<file path="src/rtl/i2c_pkg.sv">
// Shared I2C definitions: FSM state encoding, ACK/NACK bus levels and bit-counter width.
// Used by the slave register file and intended for future master/slave blocks.
package i2c_pkg;

  typedef enum logic [3:0] {
    ST_IDLE,
    ST_ADDR,
    ST_ADDR_ACK,
    ST_PTR,
    ST_DATA_W,
    ST_W_ACK,
    ST_DATA_R,
    ST_R_ACK,
    ST_WAIT_STOP
  } i2c_state_e;

  localparam logic I2C_ACK  = 1'b0;
  localparam logic I2C_NACK = 1'b1;

  // Wide enough to count 8 data bits plus the ACK slot marker.
  localparam int CNT_W = 4;

endpackage

</file>
<file path="src/rtl/i2c_bus_sync.sv">
// Synchronises scl/sda into the clk domain and derives edge and START/STOP pulses.
// The flops reset to 1 so an idle bus produces no events when reset is released.
module i2c_bus_sync #(
  parameter int SYNC_LEN = 2
) (
  input  logic clk,
  input  logic reset_n,
  input  logic scl,
  input  logic sda_in,
  output logic scl_s,
  output logic sda_s,
  output logic scl_rise,
  output logic scl_fall,
  output logic start_det,
  output logic stop_det
);

  logic [SYNC_LEN-1:0] scl_q;
  logic [SYNC_LEN-1:0] sda_q;
  logic                scl_p;
  logic                sda_p;

  always_ff @(posedge clk or negedge reset_n) begin
    if (!reset_n) begin
      scl_q <= '1;
      sda_q <= '1;
      scl_p <= 1'b1;
      sda_p <= 1'b1;
    end else begin
      scl_q <= {scl_q[SYNC_LEN-2:0], scl};
      sda_q <= {sda_q[SYNC_LEN-2:0], sda_in};
      scl_p <= scl_q[SYNC_LEN-1];
      sda_p <= sda_q[SYNC_LEN-1];
    end
  end

  assign scl_s = scl_q[SYNC_LEN-1];
  assign sda_s = sda_q[SYNC_LEN-1];

  assign scl_rise  =  scl_s & ~scl_p;
  assign scl_fall  = ~scl_s &  scl_p;
  // SDA may only move while SCL is low, so an SDA edge with SCL held high is a bus condition.
  assign start_det =  scl_s &  scl_p &  sda_p & ~sda_s;
  assign stop_det  =  scl_s &  scl_p & ~sda_p &  sda_s;

endmodule

</file>
<file path="src/rtl/i2c_slave_regfile.sv">
// I2C slave exposing a DEPTH x 8 register file with an auto-incrementing pointer,
// plus a host-side port so the emulated chip can read and update the same registers.
module i2c_slave_regfile
  import i2c_pkg::*;
#(
  parameter logic [6:0] SLAVE_ADR = 7'h38,
  parameter int         DEPTH     = 16,
  parameter int         SYNC_LEN  = 2,
  localparam int        AW        = $clog2(DEPTH)
) (
  input  logic          clk,
  input  logic          reset_n,
  input  logic          scl,
  input  logic          sda_in,
  output logic          sda_out,
  input  logic          hst_we,
  input  logic [AW-1:0] hst_addr,
  input  logic [7:0]    hst_wdata,
  output logic [7:0]    hst_rdata,
  output logic          wr_strobe,
  output logic [AW-1:0] wr_addr,
  output logic [7:0]    wr_data,
  output logic          busy
);

  i2c_state_e       state, state_nx;
  logic [CNT_W-1:0] cnt, cnt_nx;
  logic [7:0]       shreg, shreg_nx;
  logic [AW-1:0]    ptr, ptr_nx;
  logic             rw, rw_nx;
  logic             sda_nx;
  logic             i2c_we;
  logic [7:0]       byte_in;
  logic [7:0]       rd_byte;
  logic [7:0]       ram [DEPTH];

  logic scl_s, sda_s, scl_rise, scl_fall, start_det, stop_det;
  logic unused_ok;

  i2c_bus_sync #(.SYNC_LEN(SYNC_LEN)) u_sync (
    .clk       (clk),
    .reset_n   (reset_n),
    .scl       (scl),
    .sda_in    (sda_in),
    .scl_s     (scl_s),
    .sda_s     (sda_s),
    .scl_rise  (scl_rise),
    .scl_fall  (scl_fall),
    .start_det (start_det),
    .stop_det  (stop_det)
  );

  assign byte_in   = {shreg[6:0], sda_s};
  assign rd_byte   = ram[ptr];
  assign unused_ok = ^{scl_s, byte_in};

  always_ff @(posedge clk or negedge reset_n) begin
    if (!reset_n) state <= ST_IDLE;
    else          state <= state_nx;
  end

  // Bus conditions override bit handling; cnt==9 in R_ACK remembers a master ACK until the next fall.
  always_comb begin
    state_nx = state;
    cnt_nx   = cnt;
    shreg_nx = shreg;
    ptr_nx   = ptr;
    rw_nx    = rw;
    sda_nx   = sda_out;
    i2c_we   = 1'b0;
    if (stop_det) begin
      state_nx = ST_IDLE;
      sda_nx   = 1'b1;
      cnt_nx   = '0;
    end else if (start_det) begin
      state_nx = ST_ADDR;
      sda_nx   = 1'b1;
      cnt_nx   = '0;
    end else begin
      case (state)
        ST_ADDR: begin
          if (scl_rise) begin
            shreg_nx = byte_in;
            cnt_nx   = cnt + CNT_W'(1);
          end else if (scl_fall && cnt == CNT_W'(8)) begin
            if (shreg[7:1] == SLAVE_ADR) begin
              sda_nx   = I2C_ACK;
              rw_nx    = shreg[0];
              state_nx = ST_ADDR_ACK;
            end else begin
              state_nx = ST_WAIT_STOP;
            end
          end
        end
        ST_ADDR_ACK: begin
          if (scl_fall) begin
            if (!rw) begin
              sda_nx   = 1'b1;
              cnt_nx   = '0;
              state_nx = ST_PTR;
            end else begin
              shreg_nx = rd_byte;
              sda_nx   = rd_byte[7];
              cnt_nx   = CNT_W'(1);
              state_nx = ST_DATA_R;
            end
          end
        end
        ST_PTR, ST_DATA_W: begin
          if (scl_rise) begin
            shreg_nx = byte_in;
            cnt_nx   = cnt + CNT_W'(1);
            if (cnt == CNT_W'(7)) begin
              if (state == ST_PTR) begin
                ptr_nx = byte_in[AW-1:0];
              end else begin
                i2c_we = 1'b1;
                ptr_nx = ptr + AW'(1);
              end
            end
          end else if (scl_fall && cnt == CNT_W'(8)) begin
            sda_nx   = I2C_ACK;
            state_nx = ST_W_ACK;
          end
        end
        ST_W_ACK: begin
          if (scl_fall) begin
            sda_nx   = 1'b1;
            cnt_nx   = '0;
            state_nx = ST_DATA_W;
          end
        end
        ST_DATA_R: begin
          if (scl_fall) begin
            if (cnt == CNT_W'(8)) begin
              sda_nx   = 1'b1;
              ptr_nx   = ptr + AW'(1);
              cnt_nx   = '0;
              state_nx = ST_R_ACK;
            end else begin
              sda_nx   = shreg[6];
              shreg_nx = {shreg[6:0], 1'b0};
              cnt_nx   = cnt + CNT_W'(1);
            end
          end
        end
        ST_R_ACK: begin
          if (scl_rise) begin
            if (sda_s == I2C_NACK) state_nx = ST_WAIT_STOP;
            else                   cnt_nx   = CNT_W'(9);
          end else if (scl_fall && cnt == CNT_W'(9)) begin
            shreg_nx = rd_byte;
            sda_nx   = rd_byte[7];
            cnt_nx   = CNT_W'(1);
            state_nx = ST_DATA_R;
          end
        end
        ST_WAIT_STOP: sda_nx = 1'b1;
        default:      sda_nx = 1'b1;
      endcase
    end
  end

  always_ff @(posedge clk or negedge reset_n) begin
    if (!reset_n) begin
      cnt       <= '0;
      shreg     <= '0;
      ptr       <= '0;
      rw        <= 1'b0;
      sda_out   <= 1'b1;
      busy      <= 1'b0;
      wr_strobe <= 1'b0;
      wr_addr   <= '0;
      wr_data   <= '0;
    end else begin
      cnt       <= cnt_nx;
      shreg     <= shreg_nx;
      ptr       <= ptr_nx;
      rw        <= rw_nx;
      sda_out   <= sda_nx;
      busy      <= (state_nx != ST_IDLE);
      wr_strobe <= i2c_we;
      if (i2c_we) begin
        wr_addr <= ptr;
        wr_data <= byte_in;
      end
    end
  end

  // The I2C write is placed last so it wins a same-cycle collision with the host.
  always_ff @(posedge clk or negedge reset_n) begin
    if (!reset_n) begin
      for (int i = 0; i < DEPTH; i++) ram[i] <= '0;
      hst_rdata <= '0;
    end else begin
      if (hst_we) ram[hst_addr] <= hst_wdata;
      if (i2c_we) ram[ptr] <= byte_in;
      hst_rdata <= ram[hst_addr];
    end
  end

endmodule

</file>
<file path="config.mk">
export PLATFORM = sky130hd
export DESIGN_NAME = i2c_slave_regfile
export DESIGN_NICKNAME = d
export VERILOG_FILES = /design/src/rtl/i2c_pkg.sv /design/src/rtl/i2c_bus_sync.sv /design/src/rtl/i2c_slave_regfile.sv
export SDC_FILE = /design/constraint.sdc
export NUM_CORES = 1
export LEC_CHECK = 0
export CAP_MARGIN = 10
export CORE_AREA = 5 5 161 163
export CTS_CLUSTER_DIAMETER = 80
export CTS_CLUSTER_SIZE = 25
export DETAILED_ROUTE_END_ITERATION = 10
export DIE_AREA = 0 0 166 168
export HOLD_SLACK_MARGIN = 0.1
export PLACE_DENSITY = 0.68
export SKIP_LAST_GASP = 1
export SLEW_MARGIN = 20
export SYNTH_ARGS = -nofsm -noshare
export SYNTH_HDL_FRONTEND = slang
export SYNTH_SLANG_ARGS = --single-unit
</file>
<file path="constraint.sdc">
create_clock -name clk -period 3.21 [get_ports clk]
set_input_delay 0.642 -clock clk [delete_from_list [all_inputs] [get_ports clk]]
set_output_delay 0.642 -clock clk [all_outputs]
set_load 0.03 [all_outputs]
</file>
Yosys cells after proc, flatten, opt, wreduce, memory -nomap -nowiden:

Cells that the tools add are included.

* flip-flop bits (word level): 178
* input port bits: 17
* output and inout port bits: 23
* logic and storage cells: 179

* $add $sub $neg: 2
* magnitude comparators: 4
* equal/unequal tests: 34
* muxes and demuxes: 77
* bitwise operators: 16
* reduce and logical (&&, ||, !) cells: 15

Operators by type and width (count)
* 128-bit bitwise mux: 2
* 128-bit 2-to-1 mux: 2
* 4-bit 2-to-1 mux: 29
* 8-bit 2-to-1 mux: 13
* 8-bit binary-select mux with 4-bit select: 2
* 8-bit demux with 4-bit select: 2
* 4-bit != test (second input constant): 10
* 8-bit one-hot mux with 4 select lines: 1
* 4-bit one-hot mux with 6 select lines: 1
* 1-bit 2-to-1 mux: 21
* 4-bit by 3-bit equality test with 1-bit output (second input constant): 5
* 4-bit one-hot mux with 5 select lines: 1
* 10-bit AND reduction: 2
* 2-bit != test (second input constant): 9
* 7-bit AND reduction: 2
* 5-bit >= comparator (second input constant): 2
* 5-bit by 1-bit < comparator with 1-bit output (second input constant): 2
* 5-bit != test (second input constant): 2
* 4-bit inverter with 5-bit output: 2
* 4-bit by 1-bit adder with 4-bit output (second input constant): 2
* 4-bit by 2-bit equality test with 1-bit output (second input constant): 2
* 4-bit equality test (second input constant): 2
* 4-bit one-hot mux with 2 select lines: 1
* 4-bit nonzero test: 2
* other kinds (14): 29

Depth between registers and ports, before layout:

Gate-level depths: netlist of the first run.

* word-level depth: 9
* depth in mapped cells: 9
* depth with buffers taken out: 7

Hierarchy:

A second synthesis of the first run with hierarchy kept.

* cell total of the unflattened synthesis: 982
* area total of the unflattened synthesis: 10819.1 sq um

By module, submodules not included
* i2c_slave_regfile: times used 1, cells an instance 972, area each 10628.9 sq um, seq. area each 4305.4 sq um
* i2c_bus_sync: times used 1, cells an instance 10, area each 190.2 sq um, seq. area each 157.7 sq um

Worst setup path before layout of the first run:

OpenSTA, ideal clock, no wires.

* kind: input to register
* start point: in hst_addr[0]
* end point: reg hst_rdata[0]
* library setup time: 138 ps
* arrival time: 2048 ps
* required time: 3072 ps
* setup slack: 1023 ps
* stages on the path: 4
* path buffers: 2
* cells stage by stage: buf_2 -> buf_2 -> mux4_2 -> mux4_2

* longest elaborated chain between the ends: 4

Ends and longest elaborated chain
* start: declaration: line i2c_slave_regfile.sv:17 `input logic [AW-1:0] hst_addr,`
* 4-bit inverter with 5-bit output (not written as such): line i2c_slave_regfile.sv:198 `hst_rdata <= ram[hst_addr];`
* 8-bit binary-select mux with 4-bit select: line i2c_slave_regfile.sv:198
* 8-bit 2-to-1 mux (not written as such) (2 in a row): line i2c_slave_regfile.sv:198
* end signal: assignment: line i2c_slave_regfile.sv:198
* end: declaration: line i2c_slave_regfile.sv:19 `output logic [7:0] hst_rdata,`

No other way between the ends. The select of a mux whose other input is x is not followed.
A chain may end at the register's enable or synchronous reset.

Worst setup path after layout of the first run:

* start point: reg u_sync.sda_q[1]
* end point: reg shreg[1]

* longest elaborated chain between the ends: 4
* elaborated cells between the ends (all ways): 6
* classes of those cells: bitwise: 5; reduce/logical: 1

Ends and longest elaborated chain
* start: declaration: line i2c_bus_sync.sv:19 `logic [SYNC_LEN-1:0] sda_q;`
* start signal: assignment: line i2c_bus_sync.sv:31 `sda_q <= {sda_q[SYNC_LEN-2:0], sda_in};`
* 1-bit inverter: line i2c_bus_sync.sv:43 `assign start_det = scl_s & scl_p & sda_p & ~sda_s;`
* 1-bit AND: line i2c_bus_sync.sv:43
* 1-bit inverter (no line)
* 10-bit AND reduction (no line) *
* end signal: assignment: line i2c_slave_regfile.sv:177 `shreg <= shreg_nx;`
* end: declaration: line i2c_slave_regfile.sv:28 `logic [7:0] shreg, shreg_nx;`

Every way passes the cells marked *; elsewhere a longest branch is shown, timed or not.

==> results.md, run 1 <==
- Status: finished clean
- DRT iter0 DRCs: 1,078
- Post-CTS Setup Bufs: 0
- Adder-Cell Fraction of Synth Area: 0.00813
- Main combinational cell family by area after synthesis: multiplexers
- Number of global-route vias before repair: 7,968
- CP required: 3.55 ns
- Total Routing Usage GR: 0.223
- Critical R2R Capture: shreg[1]$_DFFE_PN0P_
- Crit-path max FO: 24
- Synth Area in Compound Gates: 0.110
- Final min period: 2.61 ns
- Reg area: 0.00446 mm²
- Clock transition at path regs: 0.08 ns
- Post-Synth Simple-Gate Area: 0.122
- IO Count: 40
- P_int: 5.21 mW
- Syn nets: 1,007
- N_diodes: 0
- Highest Clock Rate: 383 MHz
- RSZ-0062 raised after global routing: no
- Clk sinks: 178
- Post-synth EDFFs: 0
- Largest net degree at the start of global routing: 74
- Post-synth top area cell: dfrtp_1
- Final setup violation count: 0
- Pre-CTS WS: 0.402 ns
- Worst slew pin tran: 0.877 ns
- Post-DRT Antenna Nets: 0
- CTS max path bufs: 2
- Sequential area share after synthesis: 0.414
- RePlAce Congestion: 0.920
- Setup Skew: 0.0105 ns
- # nets final: 1,005
- Htree depth: 4
- Row count: 57
- Initial antenna violation count: 0
- CTS Hold Bufs: 0
- Setup TNS: 0 ns
- Multi-input logic area: 0.00582 mm²
- Layout cell share with drive strength beyond 1: 0.192
- # port buffers: 39
- Reg power frac: 0.416
- Routed vias: 8,154
- DRC violations left: 0
- FFs w/ async S/R, synth: 1.00
- CTS tree: built
- Critical path arrival: 2.95 ns
- Final Hold Vio Count: 0
- Leakage: 4.78 nW
- Post-CTS Resized: 0
- Top FF cell, synth: dfrtp_1
- Most frequent cells in the layout: dfrtp_1 (170), a21oi_1 (148), nor2_1 (145)
- Max_cap viols: 0
- DR vias/cell: 6.19
- Clock latency on the worst-skew pair: 0.45 ns
- Area Overhead vs Synth: 11.7%
- Synth area leaders: dfrtp_1 (40%), mux4_2 (15%), mux2i_1 (13%)
- Yosys top cell area share: 0.397
- NetSw: 2.83 mW
- Grt total ovfl: 0
- Syn Area/Cell: 11.0 µm²
- Xor/xnor share of the synthesized area: 0.00163
- Count of pins over their slew limit: 0
- Yosys cell types: 66
- R2R Path Start: u_sync.sda_q[1]$_DFF_PN1_
- Tcrit/Tclk final: 0.814
- Switching Share: 0.352
- Die area: 0.0279 mm²
- Synth Warn #: 0
- Synth Register Bits: 178
- Routed Wire Length: 30,800 µm
- Routed len/inst: 23.4 µm
- CORE AREA: 0.0242 mm²
- First-pass GRT wire length: 48,700 µm
- Fill cells: 2,135
- Clock root buffer: clkbuf_16
- Leading cell type in the layout, fill and taps excluded: dfrtp_1
- Peak supply drop: 0.000325 V
- Startpoint Class: register
- Post-synthesis mux area share: 0.298
- Clock Power Share: 0.295
- Path type of the worst min-delay path: primary input to asynchronous set/reset pin
- Dpl hpwl: 20,600 µm
- Reg2Reg Setup Slack: 0.60 ns
- Worst Reg-to-Reg Cells: 5
- Post-Synthesis Cell Area: 0.0108 mm²
- CP Class: register to register
- Final WS setup: 0.597 ns
- Die H: 168 µm
- Combinational Power Share: 0.289
- DR pass1 iterations: 5
- PwrDens: 667 mW/mm²
- CTS Buf Count: 17
- Slew headroom: 0.416
- Die Width: 166 µm
- Cells after Synth: 983
- Setup crit end kind: register
- Initial Util: 0.446
-- cell families after synthesis --
family	after synthesis
muxes	229
buffers and inverters	104
xor gates and xnor gates	2
AOI/OAI and AO/OA	204
and+or+nand+nor	259
adders and majority gates	7
DFF	178
-- power by group through the flow --
stage / combinational [mW] / clock (mW) / sequential [mW]
finish: 2.32 / 2.37 / 3.34
global route: 2.52 / 2.48 / 3.41
CTS: 2.32 / 2.39 / 3.32
detailed placement: 2.32 / 0 / 3.35
global placement: 2.27 / 0 / 3.33
floorplan: 1.73 / 0 / 3.12
-- layout make-up --
| type | instances | area share |
|---|---|---|
| multi-input combinational | 701 | 0.483 |
| sequential | 178 | 0.371 |
| timing repair buffer | 67 | 0.0535 |
| clock buffer | 18 | 0.0365 |
| tap | 324 | 0.0337 |
| clock inverter | 14 | 0.0177 |
| inverter | 16 | 0.00499 |
-- flip-flops by register name, summed over array words and instances (netlist names) --
name and flops:
sda_out 1, u_sync.sda_p 1, ptr 4, u_sync.scl_p 1, wr_addr 4, state 4, shreg 8, hst_rdata 8
rw 1, busy 1, cnt 4, wr_strobe 1, wr_data 8, u_sync.scl_q 2, u_sync.sda_q 2, ram 128
-- worst max-delay path, cell delays in order (launching register included) --
cell and delay [ns]:
dfstp_2 0.98, xnor2_1 0.31, o21ai_0 0.28, a41oi_2 0.26, nand3_2 0.30, mux2_2 0.37
-- synthesized netlist by cell type, drive strengths merged, types with 3 or more instances --
master / number
mux2: 16
mux2i: 141
a22oi: 11
inv: 16
o41ai: 3
or3: 6
nor2: 154
ha: 7
nor4b: 3
dfstp: 7
and2b: 3
nand3b: 9
a31oi: 5
nand3: 26
a21oi: 148
a22o: 3
o221ai: 3
nor2b: 5
nand4: 3
dfrtp: 171
o31ai: 4
buf: 54
mux4: 72
clkbuf: 34
nor3b: 4
nand2b: 7
o21ai: 9
nand2: 15
nor3: 8
-- metrics by stage --
step	instances	hold WS [ns]	power (mW)	area, µm²	utilization
after floorplan	983	0.345	4.85	10800	-
after global placement	1286	0.347	5.60	11400	0.471
after detailed placement	1286	0.348	5.67	11400	0.471
after CTS	1318	0.261	8.04	12000	0.498
after global routing	1318	0.287	8.41	12000	0.498
final	1318	0.222	8.03	12000	0.498
-- worst max path at each step --
stage | startpoint | end | slack (ns) | cells after the start
4_1_cts | u_sync.sda_q[1]$_DFF_PN1_ | shreg[1]$_DFFE_PN0P_ | 0.63 | 5
6_report | u_sync.sda_q[1]$_DFF_PN1_ | shreg[1]$_DFFE_PN0P_ | 0.60 | 5
2_1_floorplan | hst_addr[0] | hst_rdata[0]$_DFF_PN0_ | 1.02 | 4
5_1_grt | ptr[0]$_DFFE_PN0P_ | ram[4]$_DFF_PN0_ | 0.46 | 5
3_5_place_dp | hst_addr[2] | ram[32]$_DFF_PN0_ | 0.40 | 5
3_3_place_gp | hst_addr[2] | ram[35]$_DFF_PN0_ | 0.48 | 5
-- metal layers --
metal  GRT usage  wire length (µm)
met5           0                 0
met4      0.0775               896
met3      0.0359              2150
met2       0.363             15000
met1       0.306             12700
No activity file was read; power rests on OpenSTA's default activity.
==> inputs of run 2 (changes only) <==
Settings changed: PLACE_DENSITY 0.68 to 0.71.
Clock period 3.21 ns to 2.35 ns, I/O delays scaled along.
==> results.md, run 2 (same netlist as run 1, synthesis figures left out) <==
- Status: finished clean (unchanged)
- CP startpoint: state[1]$_DFF_PN0_ (was u_sync.sda_q[1]$_DFF_PN1_)
- Critical R2R Capture: cnt[1]$_DFFE_PN0P_ (was shreg[1]$_DFFE_PN0P_)
- # nets final: 1,052 (was 1,005)
- Clk sinks: 178 (unchanged)
- Multi-input logic area: 0.00582 mm² (unchanged)
- Final setup violation count: 0 (unchanged)
- Slew headroom: 0.398 (was 0.416)
- RePlAce Congestion: 0.906 (was 0.920)
- Die H: 168 µm (unchanged)
- Post-layout util: 0.513 (was 0.498)
- Power Total: 10.7 mW (was 8.03 mW)
- Routed len/inst: 22.9 µm (was 23.4 µm)
- Leading cell type in the layout, fill and taps excluded: dfrtp_1 (unchanged)
- DRT iter0 DRCs: 1,123 (was 1,078)
- CTS Buf Count: 17 (unchanged)
- Worst Reg-to-Reg Cells: 5 (unchanged)
- Routed Wire Length: 31,300 µm (was 30,800 µm)
- CP required: 2.72 ns (was 3.55 ns)
- Row count: 57 (unchanged)
- CORE AREA: 0.0242 mm² (unchanged)
- Total Routing Usage GR: 0.227 (was 0.223)
- Crit-path max FO: 15 (was 24)
- Final Hold Vio Count: 0 (unchanged)
- Highest Clock Rate: 442 MHz (was 383 MHz)
- DR vias/cell: 6.09 (was 6.19)
- Critical path arrival: 2.63 ns (was 2.95 ns)
- CTS max path bufs: 2 (unchanged)
- PwrDens: 860 mW/mm² (was 667 mW/mm²)
- Most frequent cells in the layout: dfrtp_1 (170), a21oi_1 (148), nor2_1 (145) (unchanged)
- RSZ-0062 raised after global routing: no (unchanged)
- Max reg flops: 128 (unchanged)
- DR pass1 iterations: 5 (unchanged)
- Setup TNS: 0 ns (unchanged)
- Hold Path Depth: 0
- Post-CTS Resized: 0 (unchanged)
- Path type of the worst min-delay path: register to register (was primary input to asynchronous set/reset pin)
- Hold Path Sink: u_sync.sda_q[1]$_DFF_PN1_
- Reg area: 0.00446 mm² (unchanged)
- Dpl hpwl: 21,500 µm (was 20,600 µm)
- Tcrit/Tclk final: 0.962 (was 0.814)
- DRC violations left: 0 (unchanged)
- CP Class: register to register (unchanged)
- Reg2Reg Setup Slack: 0.09 ns (was 0.60 ns)
- Die Width: 166 µm (unchanged)
- Pre-CTS WS: 0.0822 ns (was 0.402 ns)
- Clock latency on the worst-skew pair: 0.44 ns (was 0.45 ns)
- Routed vias: 8,315 (was 8,154)
- Worst slew pin tran: 0.902 ns (was 0.877 ns)
- Setup crit end kind: register (unchanged)
- Die area: 0.0279 mm² (unchanged)
- Initial Util: 0.446 (unchanged)
- CTS tree: built (unchanged)
- Max_cap viols: 0 (unchanged)
- Largest register by flop count: ram (unchanged)
- Fill cells: 2,071 (was 2,135)
- Startpoint Class: register (unchanged)
- Count of pins over their slew limit: 0 (unchanged)
- Htree depth: 4 (unchanged)
- Largest net degree at the start of global routing: 44 (was 74)
- Initial antenna violation count: 1 (was 0)
- Setup Skew: 0.0170 ns (was 0.0105 ns)
- Grt total ovfl: 0 (unchanged)
- Peak supply drop: 0.000473 V (was 0.000325 V)
- Final WS setup: 0.0895 ns (was 0.597 ns)
- Layout cell share with drive strength beyond 1: 0.226 (was 0.192)
- HP Start: u_sync.sda_q[0]$_DFF_PN1_
- Area Overhead vs Synth: 15.1% (was 11.7%)
- Clock transition at path regs: 0.08 ns (about the same)
- R2R Path Start: state[1]$_DFF_PN0_ (was u_sync.sda_q[1]$_DFF_PN1_)
- Post-DRT Antenna Nets: 0 (unchanged)
- Leakage: 4.99 nW (was 4.78 nW)
- Clock root buffer: clkbuf_16 (unchanged)
- Number of global-route vias before repair: 8,511 (was 7,968)
- Post-CTS Setup Bufs: 0 (unchanged)
- IO Count: 40 (unchanged)
- Final min period: 2.26 ns (was 2.61 ns)
- CTS Hold Bufs: 1 (was 0)
- # port buffers: 39 (unchanged)
- First-pass GRT wire length: 49,600 µm (was 48,700 µm)
run 2: changes by cell type in the layout (fill, tap and decap cells not counted), sizes merged:
cell	change
diode	+1
dlygate4sd3	+1
inv	-3
buf	+46
clkinv	+5
clkbuf	+1
bufinv	-3
run 2: cell type report:
class	count	share of cell area
clock inverters	13	0.0101
repair buffers	114	0.0887
diodes	1	0.000202
inverters	16	0.00484
multi-input cells	701	0.469
well taps	324	0.0327
flip-flops and latches	178	0.360
clock buffers	19	0.0349
run 2: routing by layer:
metal  track usage  vias to the layer above  wire [µm]
met1         0.294                     4102      12600
met3        0.0474                       94       2230
met4         0.107                        0       1550
met2         0.368                      407      14900
li1              -                     3712          -
met5             0                        -          0
run 2: worst max-delay path by stage:
| stage | end | cells after the start |
|---|---|---|
| after detailed placement | hst_rdata[3]$_DFF_PN0_ | 4 |
| after global routing | ram[35]$_DFF_PN0_ | 7 |
| after floorplan | hst_rdata[0]$_DFF_PN0_ | 4 |
| after global placement | ram[81]$_DFF_PN0_ | 7 |
| final | cnt[1]$_DFFE_PN0P_ | 5 |
| after CTS | cnt[1]$_DFFE_PN0P_ | 5 |
run 2: worst max-delay path: stages, from the launching register on:
cell,delay [ns]
dfrtp_1,0.68
and4b_1,0.43
o21ai_2,0.11
a211oi_1,0.46
or3_1,0.29
mux2i_1,0.21
run 2: report_power, final:
part / switching, mW / leakage, nW / internal (mW)
clock: 1.28 / 0.269 / 1.48
sequential: 0.685 / 2.03 / 3.77
combinational: 1.87 / 2.70 / 1.59
run 2: metrics by stage:
step                      instances  hold slack, ns  cell area (µm²)
final                          1366           0.357            12400
after global routing           1365           0.360            12400
after CTS                      1365           0.359            12400
after detailed placement       1332           0.348            11800
after global placement         1332           0.348            11800
after floorplan                 983           0.174            10800
